$ cat src/rtl/div_pkg.sv
// Shared types, constants and special-case selection for the iterative divider.
// Widths up to XLEN_MAX are supported; instances slice the wide constants down.
package div_pkg;

  typedef enum logic [1:0] {
    OP_DIV  = 2'b00,
    OP_DIVU = 2'b01,
    OP_REM  = 2'b10,
    OP_REMU = 2'b11
  } div_op_e;

  typedef enum logic [2:0] {
    S_IDLE,
    S_PREP,
    S_DIV,
    S_FIX,
    S_DONE
  } div_state_e;

  typedef enum logic [2:0] {
    SEL_NONE,
    SEL_ONES,
    SEL_A,
    SEL_ZERO,
    SEL_SMIN
  } spec_sel_e;

  localparam int XLEN_MAX = 64;
  localparam logic [XLEN_MAX-1:0] ALL_ONES = '1;
  localparam logic [XLEN_MAX-1:0] SMIN_TOP = {1'b1, {(XLEN_MAX-1){1'b0}}};

  // Priority matters: divide-by-zero, then signed overflow, then early-out.
  function automatic spec_sel_e special_sel(input logic rem_sel, input logic b_zero,
                                            input logic ovf, input logic early);
    spec_sel_e sel;
    sel = SEL_NONE;
    if (b_zero)     sel = rem_sel ? SEL_A    : SEL_ONES;
    else if (ovf)   sel = rem_sel ? SEL_ZERO : SEL_SMIN;
    else if (early) sel = rem_sel ? SEL_A    : SEL_ZERO;
    return sel;
  endfunction

endpackage

$ cat src/rtl/div_step.sv
// One combinational radix-2 restoring division step.
// Zero latency; no flow control (pure datapath).
module div_step #(
  parameter int XLEN = 32
) (
  input  logic [XLEN:0]   i_rem,
  input  logic            i_bit,
  input  logic [XLEN-1:0] i_divisor,
  output logic            o_qbit,
  output logic [XLEN:0]   o_rem
);

  logic [XLEN+1:0] w_shift;
  logic [XLEN+1:0] w_diff;

  // One extra bit beyond the partial remainder keeps the sign of the trial subtract.
  assign w_shift = {i_rem, i_bit};
  assign w_diff  = w_shift - {2'b00, i_divisor};
  assign o_qbit  = ~w_diff[XLEN+1];
  assign o_rem   = o_qbit ? w_diff[XLEN:0] : w_shift[XLEN:0];

endmodule

$ cat src/rtl/div_iter_param.sv
// RV32M DIV/DIVU/REM/REMU iterative divider; XLEN/BITS_PER_CYCLE+2 cycles, 1 for special cases.
// Valid/ready on both sides; a held result stalls new requests until out_ready, flush aborts.
module div_iter_param
  import div_pkg::*;
#(
  parameter int XLEN           = 32,
  parameter int BITS_PER_CYCLE = 1,
  parameter int EARLY_OUT      = 1,
  parameter int TAG_W          = 5
) (
  input  logic             clk,
  input  logic             rst_n,
  input  logic             in_valid,
  output logic             in_ready,
  input  logic [1:0]       div_op,
  input  logic [XLEN-1:0]  operand_a,
  input  logic [XLEN-1:0]  operand_b,
  input  logic [TAG_W-1:0] tag_in,
  input  logic             flush,
  output logic             out_valid,
  input  logic             out_ready,
  output logic [XLEN-1:0]  result,
  output logic [TAG_W-1:0] tag_out,
  output logic             busy
);

  localparam int NSTEP = XLEN / BITS_PER_CYCLE;
  localparam int CNT_W = $clog2(NSTEP);
  localparam logic [CNT_W-1:0] CNT_INIT = CNT_W'(NSTEP - 1);
  localparam logic [XLEN-1:0]  L_ONES   = ALL_ONES[XLEN-1:0];
  localparam logic [XLEN-1:0]  L_SMIN   = SMIN_TOP[XLEN_MAX-1 -: XLEN];

  div_state_e       r_state;
  div_op_e          r_op;
  logic [XLEN-1:0]  r_a;
  logic [XLEN-1:0]  r_b;
  logic [TAG_W-1:0] r_tag;
  logic [XLEN-1:0]  r_dvs;
  logic [XLEN-1:0]  r_quo;
  logic [XLEN:0]    r_rem;
  logic [CNT_W-1:0] r_cnt;
  logic             r_out_valid;
  logic [XLEN-1:0]  r_result;
  logic [TAG_W-1:0] r_tag_out;
  logic             r_busy;

  // Special-case decode on the live request.
  logic            w_sgn;
  logic [XLEN-1:0] w_a_abs;
  logic [XLEN-1:0] w_b_abs;
  logic            w_b_zero;
  logic            w_ovf;
  logic            w_early;
  spec_sel_e       w_sel;
  logic [XLEN-1:0] w_spec_val;

  assign w_sgn    = ~div_op[0];
  assign w_a_abs  = (w_sgn && operand_a[XLEN-1]) ? -operand_a : operand_a;
  assign w_b_abs  = (w_sgn && operand_b[XLEN-1]) ? -operand_b : operand_b;
  assign w_b_zero = (operand_b == '0);
  assign w_ovf    = w_sgn && (operand_a == L_SMIN) && (operand_b == L_ONES);
  assign w_early  = (EARLY_OUT != 0) && (w_a_abs < w_b_abs);
  assign w_sel    = special_sel(div_op[1], w_b_zero, w_ovf, w_early);

  always_comb begin
    w_spec_val = '0;
    case (w_sel)
      SEL_ONES: w_spec_val = L_ONES;
      SEL_A:    w_spec_val = operand_a;
      SEL_SMIN: w_spec_val = L_SMIN;
      default:  w_spec_val = '0;
    endcase
  end

  // Absolute values of the captured operands; MIN maps to its unsigned magnitude.
  logic [XLEN-1:0] w_ra_abs;
  logic [XLEN-1:0] w_rb_abs;
  assign w_ra_abs = (!r_op[0] && r_a[XLEN-1]) ? -r_a : r_a;
  assign w_rb_abs = (!r_op[0] && r_b[XLEN-1]) ? -r_b : r_b;

  // Dividend bits shift out of r_quo MSB-first while quotient bits shift in at the bottom.
  logic [BITS_PER_CYCLE:0][XLEN:0]  w_rem_chain;
  logic [BITS_PER_CYCLE-1:0]        w_qbits;
  logic [XLEN-1:0]                  w_quo_next;

  assign w_rem_chain[0] = r_rem;

  for (genvar k = 0; k < BITS_PER_CYCLE; k++) begin : g_step
    div_step #(.XLEN(XLEN)) u_step (
      .i_rem     (w_rem_chain[k]),
      .i_bit     (r_quo[XLEN-1-k]),
      .i_divisor (r_dvs),
      .o_qbit    (w_qbits[BITS_PER_CYCLE-1-k]),
      .o_rem     (w_rem_chain[k+1])
    );
  end

  if (BITS_PER_CYCLE == XLEN) begin : g_full
    assign w_quo_next = w_qbits;
  end else begin : g_part
    assign w_quo_next = {r_quo[XLEN-BITS_PER_CYCLE-1:0], w_qbits};
  end

  logic            w_q_neg;
  logic            w_r_neg;
  logic [XLEN-1:0] w_quo_fix;
  logic [XLEN-1:0] w_rem_fix;
  logic [XLEN-1:0] w_fixed;

  assign w_q_neg   = !r_op[0] && (r_a[XLEN-1] ^ r_b[XLEN-1]);
  assign w_r_neg   = !r_op[0] && r_a[XLEN-1];
  assign w_quo_fix = w_q_neg ? -r_quo : r_quo;
  assign w_rem_fix = w_r_neg ? -r_rem[XLEN-1:0] : r_rem[XLEN-1:0];
  assign w_fixed   = r_op[1] ? w_rem_fix : w_quo_fix;

  always_ff @(posedge clk) begin
    if (!rst_n) begin
      r_state     <= S_IDLE;
      r_op        <= OP_DIV;
      r_a         <= '0;
      r_b         <= '0;
      r_tag       <= '0;
      r_dvs       <= '0;
      r_quo       <= '0;
      r_rem       <= '0;
      r_cnt       <= '0;
      r_out_valid <= 1'b0;
      r_result    <= '0;
      r_tag_out   <= '0;
      r_busy      <= 1'b0;
    end else if (flush) begin
      r_state     <= S_IDLE;
      r_out_valid <= 1'b0;
      r_busy      <= 1'b0;
    end else begin
      case (r_state)
        S_IDLE: begin
          if (in_valid) begin
            r_op   <= div_op_e'(div_op);
            r_a    <= operand_a;
            r_b    <= operand_b;
            r_tag  <= tag_in;
            r_busy <= 1'b1;
            if (w_sel != SEL_NONE) begin
              r_result    <= w_spec_val;
              r_tag_out   <= tag_in;
              r_out_valid <= 1'b1;
              r_state     <= S_DONE;
            end else begin
              r_state <= S_PREP;
            end
          end
        end
        S_PREP: begin
          r_dvs   <= w_rb_abs;
          r_quo   <= w_ra_abs;
          r_rem   <= '0;
          r_cnt   <= CNT_INIT;
          r_state <= S_DIV;
        end
        S_DIV: begin
          r_rem <= w_rem_chain[BITS_PER_CYCLE];
          r_quo <= w_quo_next;
          r_cnt <= r_cnt - 1'b1;
          if (r_cnt == '0) r_state <= S_FIX;
        end
        S_FIX: begin
          r_result    <= w_fixed;
          r_tag_out   <= r_tag;
          r_out_valid <= 1'b1;
          r_state     <= S_DONE;
        end
        S_DONE: begin
          if (out_ready) begin
            r_out_valid <= 1'b0;
            r_busy      <= 1'b0;
            r_state     <= S_IDLE;
          end
        end
        default: r_state <= S_IDLE;
      endcase
    end
  end

  assign in_ready  = rst_n && !flush && (r_state == S_IDLE);
  assign out_valid = r_out_valid;
  assign result    = r_result;
  assign tag_out   = r_tag_out;
  assign busy      = r_busy;

endmodule
$ cat config.mk
export PLATFORM = sky130hd
export DESIGN_NAME = div_iter_param
export DESIGN_NICKNAME = d
export VERILOG_FILES = /design/src/rtl/div_pkg.sv /design/src/rtl/div_step.sv /design/src/rtl/div_iter_param.sv
export SDC_FILE = /design/constraint.sdc
export NUM_CORES = 1
export LEC_CHECK = 0
export BUFFER_PORTS_ARGS = -buffer_cell sky130_fd_sc_hd__buf_4
export CAP_MARGIN = 40
export CORE_ASPECT_RATIO = 0.9
export CORE_MARGIN = 1.5
export CORE_UTILIZATION = 55
export DETAILED_ROUTE_END_ITERATION = 10
export HOLD_SLACK_MARGIN = 0.15
export PLACE_DENSITY = 0.8
export SYNTH_ARGS = -nofsm -noshare
export SYNTH_HDL_FRONTEND = slang
export SYNTH_SLANG_ARGS = --single-unit
$ cat constraint.sdc
create_clock -name clk -period 6.5 [get_ports clk]
set_input_delay 1.3 -clock clk [delete_from_list [all_inputs] [get_ports clk]]
set_output_delay 1.3 -clock clk [all_outputs]
set_load 0.02 [all_outputs]
==> flow_summary.ini <==
[synthesis]
syn-cell-area_um2 = 15000
synth_fa_ha_area_frac = 0.0613
synthMuxAreaShare = 0.0107
synth_area_leader_cell = dfxtp_1
synth_xor_area_frac = 0.123
synth_top_family_by_area = compound AO/OA/AOI/OAI gates
synth.area.top_cells = dfxtp_1 (29%), a21oi_1 (7.6%), xnor2_1 (7.4%), nand2_1 (6.6%), ha_1 (6.0%)
synth_cell_types = 75
netlist.area_leader.share = 0.287
postSynthAreaPerCell_um2 = 7.63
synthArstFlopShare = 0
ys_seq_area_frac = 0.287
netlist_instances = 1968
synth_edf_count = 0
synthFlopType = dfxtp_1
syn_nets = 2117
synth_compound_area_frac = 0.267
ys_ff_latch = 215
yosys_warnings = 0
synth-simple-area-share = 0.202

[cells_and_area]
fin_nets = 2172
final_common_cell = nand2_1
fill_cells = 2329
regArea_um2 = 4300
final_cells = 2396
syn_to_final_growth_pct = 13.0
layout_common_cells = nand2_1 (262), a21oi_1 (229), dfxtp_1 (215)
drive_gt1_frac = 0.116
fin_util = 0.631
multiInputGateArea_um2 = 10000

[global_routing]
antenna_found_initial = 2
grt_max_degree = 79
groute.usage.overall = 0.355
grt_pass1_vias = 13953
grt_pass1_wl_um = 78800
grt-ovfl-total = 0

[setup_path]
required_ns = 6.91
critPathKind = in2reg
end_kind = flip-flop
start_kind = input port
cp_max_fo = 24
worstPathArrival_ns = 6.25

[hold_path]
min_path_type = reg2reg

[power_and_ir_drop]
powerDensity_nw_per_um2 = 223
ir_drop_v = 0.000227
leakage_nw = 6.60
p_total_mw = 3.79

[run]
drv_cap = 0

[floorplanning]
rows = 57
core_area_um2 = 26900
io_pins = 116
start_util = 0.558
dieHeight_um = 160
dieArea_um2 = 28300
die_w_um = 177

[placed_design]
portBuffers = 115
pre_cts_ws_ns = 0.265
place.gp.congestion = 0.991
dp_cells = 2350
dp_hpwl_um = 38700

[clock_tree]
hold_buffers = 0
cts_buffer_depth = 3
post_cts_buffers = 0
post_cts_resized = 0
clkSinkCount = 215
cts_buffers = 25
cts_root_buf = clkbuf_16
clk_pin_slew_ns = 0.06
cts_tree = built
clock_latency_ns = 0.53
cts-htree-levels = 1

[sta]
final.setup.worst_slack_ns = 0.658
max_freq_ghz = 0.171
clock_skew_ns = 0.0162
finalMaxSlewViolations = 0
setup_viol = 0
rsz0062_at_grt = no
worstMarginPinSlew_ns = 0.962
slew_headroom = 0.357
hold_viol_final = 0
period_needed_ns = 5.84
period_share = 0.899
fin_setup_tns_ns = 0

[detailed_routing]
vias_per_cell = 6.40
num_vias = 15339
routedWlPerCell_um = 21.2
drt_iter0_drc = 2161
drt-total-wl_um = 50900
drt.antenna.violating_nets = 0
dr.pass1.iters = 6
drc = 0

[outcome]
status = finished clean
[worst max-delay path, cell delays in order]
cell       delay (ns)
buf_4            0.14
or3_4            0.42
or4_1            0.46
nor3_1           0.36
and2_1           0.29
nand2_1          0.09
nor2_1           0.24
a21oi_1          0.13
xor2_1           0.18
ha_1             0.31
nand4_1          0.16
or4_1            0.57
nor3_1           0.40
a21oi_1          0.18
o31a_4           0.44
nand3_4          0.34
buf_12           0.18
o2bb2ai_2        0.05
[cell families after synthesis]
| logic type | count (synthesis) |
|---|---|
| muxes | 16 |
| DFF | 215 |
| buffers and inverters | 188 |
| xor gates and xnor gates | 210 |
| and+or+nand+nor | 652 |
| AOI/OAI and AO/OA | 614 |
| adders and majority gates | 73 |
[cell type report]
class | count | share of cell area
Multi-Input combinational cell | 1565 | 0.590
Tap cell | 354 | 0.0261
Sequential cell | 215 | 0.254
Inverter | 76 | 0.0170
Timing Repair Buffer | 140 | 0.0670
Clock inverter | 9 | 0.00354
Antenna cell | 1 | 0.000148
Clock buffer | 36 | 0.0429
[synthesized netlist by cell type (6+ instances only)]
| cell | number |
|---|---|
| nand2_1 | 262 |
| a21oi_1 | 229 |
| dfxtp_1 | 215 |
| nor2_1 | 191 |
| xnor2_1 | 127 |
| o21ai_0 | 113 |
| clkbuf_1 | 97 |
| xor2_1 | 83 |
| inv_1 | 75 |
| ha_1 | 72 |
| a211oi_1 | 57 |
| nor3_1 | 38 |
| o31ai_1 | 30 |
| a21o_1 | 27 |
| nor4_1 | 24 |
| nand4_1 | 20 |
| o2bb2ai_2 | 20 |
| or4_1 | 19 |
| nand2b_1 | 18 |
| nand3_1 | 18 |
| a31oi_1 | 17 |
| mux2i_1 | 16 |
| o22ai_1 | 16 |
| o41ai_1 | 15 |
| a32oi_1 | 12 |
| a22oi_1 | 11 |
| nor2b_1 | 9 |
| buf_2 | 8 |
| o211ai_1 | 8 |
| o221ai_1 | 8 |
| or3_1 | 8 |
| a311oi_1 | 7 |
| o2bb2ai_1 | 6 |
[layer usage]
metal,vias up,part of all wire,global-route usage
met1,7125,0.43,0.521
met4,2,0.041,0.131
met2,940,0.42,0.516
li1,7154,-,-
met5,-,0.00020,0
met3,118,0.11,0.0600
[power breakdown]
| part | internal [mW] | total, mW | leakage [nW] | switching (mW) |
|---|---|---|---|---|
| combinational | 0.399 | 1.01 | 4.47 | 0.612 |
| clock | 0.778 | 1.36 | 0.388 | 0.578 |
| sequential | 1.36 | 1.42 | 1.74 | 0.0575 |
| total | 2.54 | 3.79 | 6.60 | 1.25 |
[state kept, by name, summed over array words and instances (netlist names), 3 cells and up]
register and count:
r_a 32, r_b 32, r_cnt 5, r_dvs 32, r_quo 32, r_rem 33
r_state 3, r_tag 5, result 32, tag_out 5
[worst paths after layout]
path	from	end	slack (ns)	cells after the start
worst max-delay path	operand_a[2]	result[23]$_SDFFE_PN0P_	0.66	18
worst min-delay path	r_tag[3]$_SDFFE_PN0P_	r_tag[3]$_SDFFE_PN0P_	0.46	2
worst min register to register	r_tag[3]$_SDFFE_PN0P_	r_tag[3]$_SDFFE_PN0P_	0.46	2
worst max register to register	r_quo[31]$_SDFFE_PN0P_	r_rem[32]$_SDFFE_PN0P_	2.86	13
[metrics by stage]
step                cell area [um2]  hold WS, ns
CTS                           17000        0.460
global placement              16100        0.443
global route                  17000        0.485
floorplan                     15000        0.436
finish                        17000        0.459
detailed placement            16200        0.451
(Power assumes the default switching activity.)
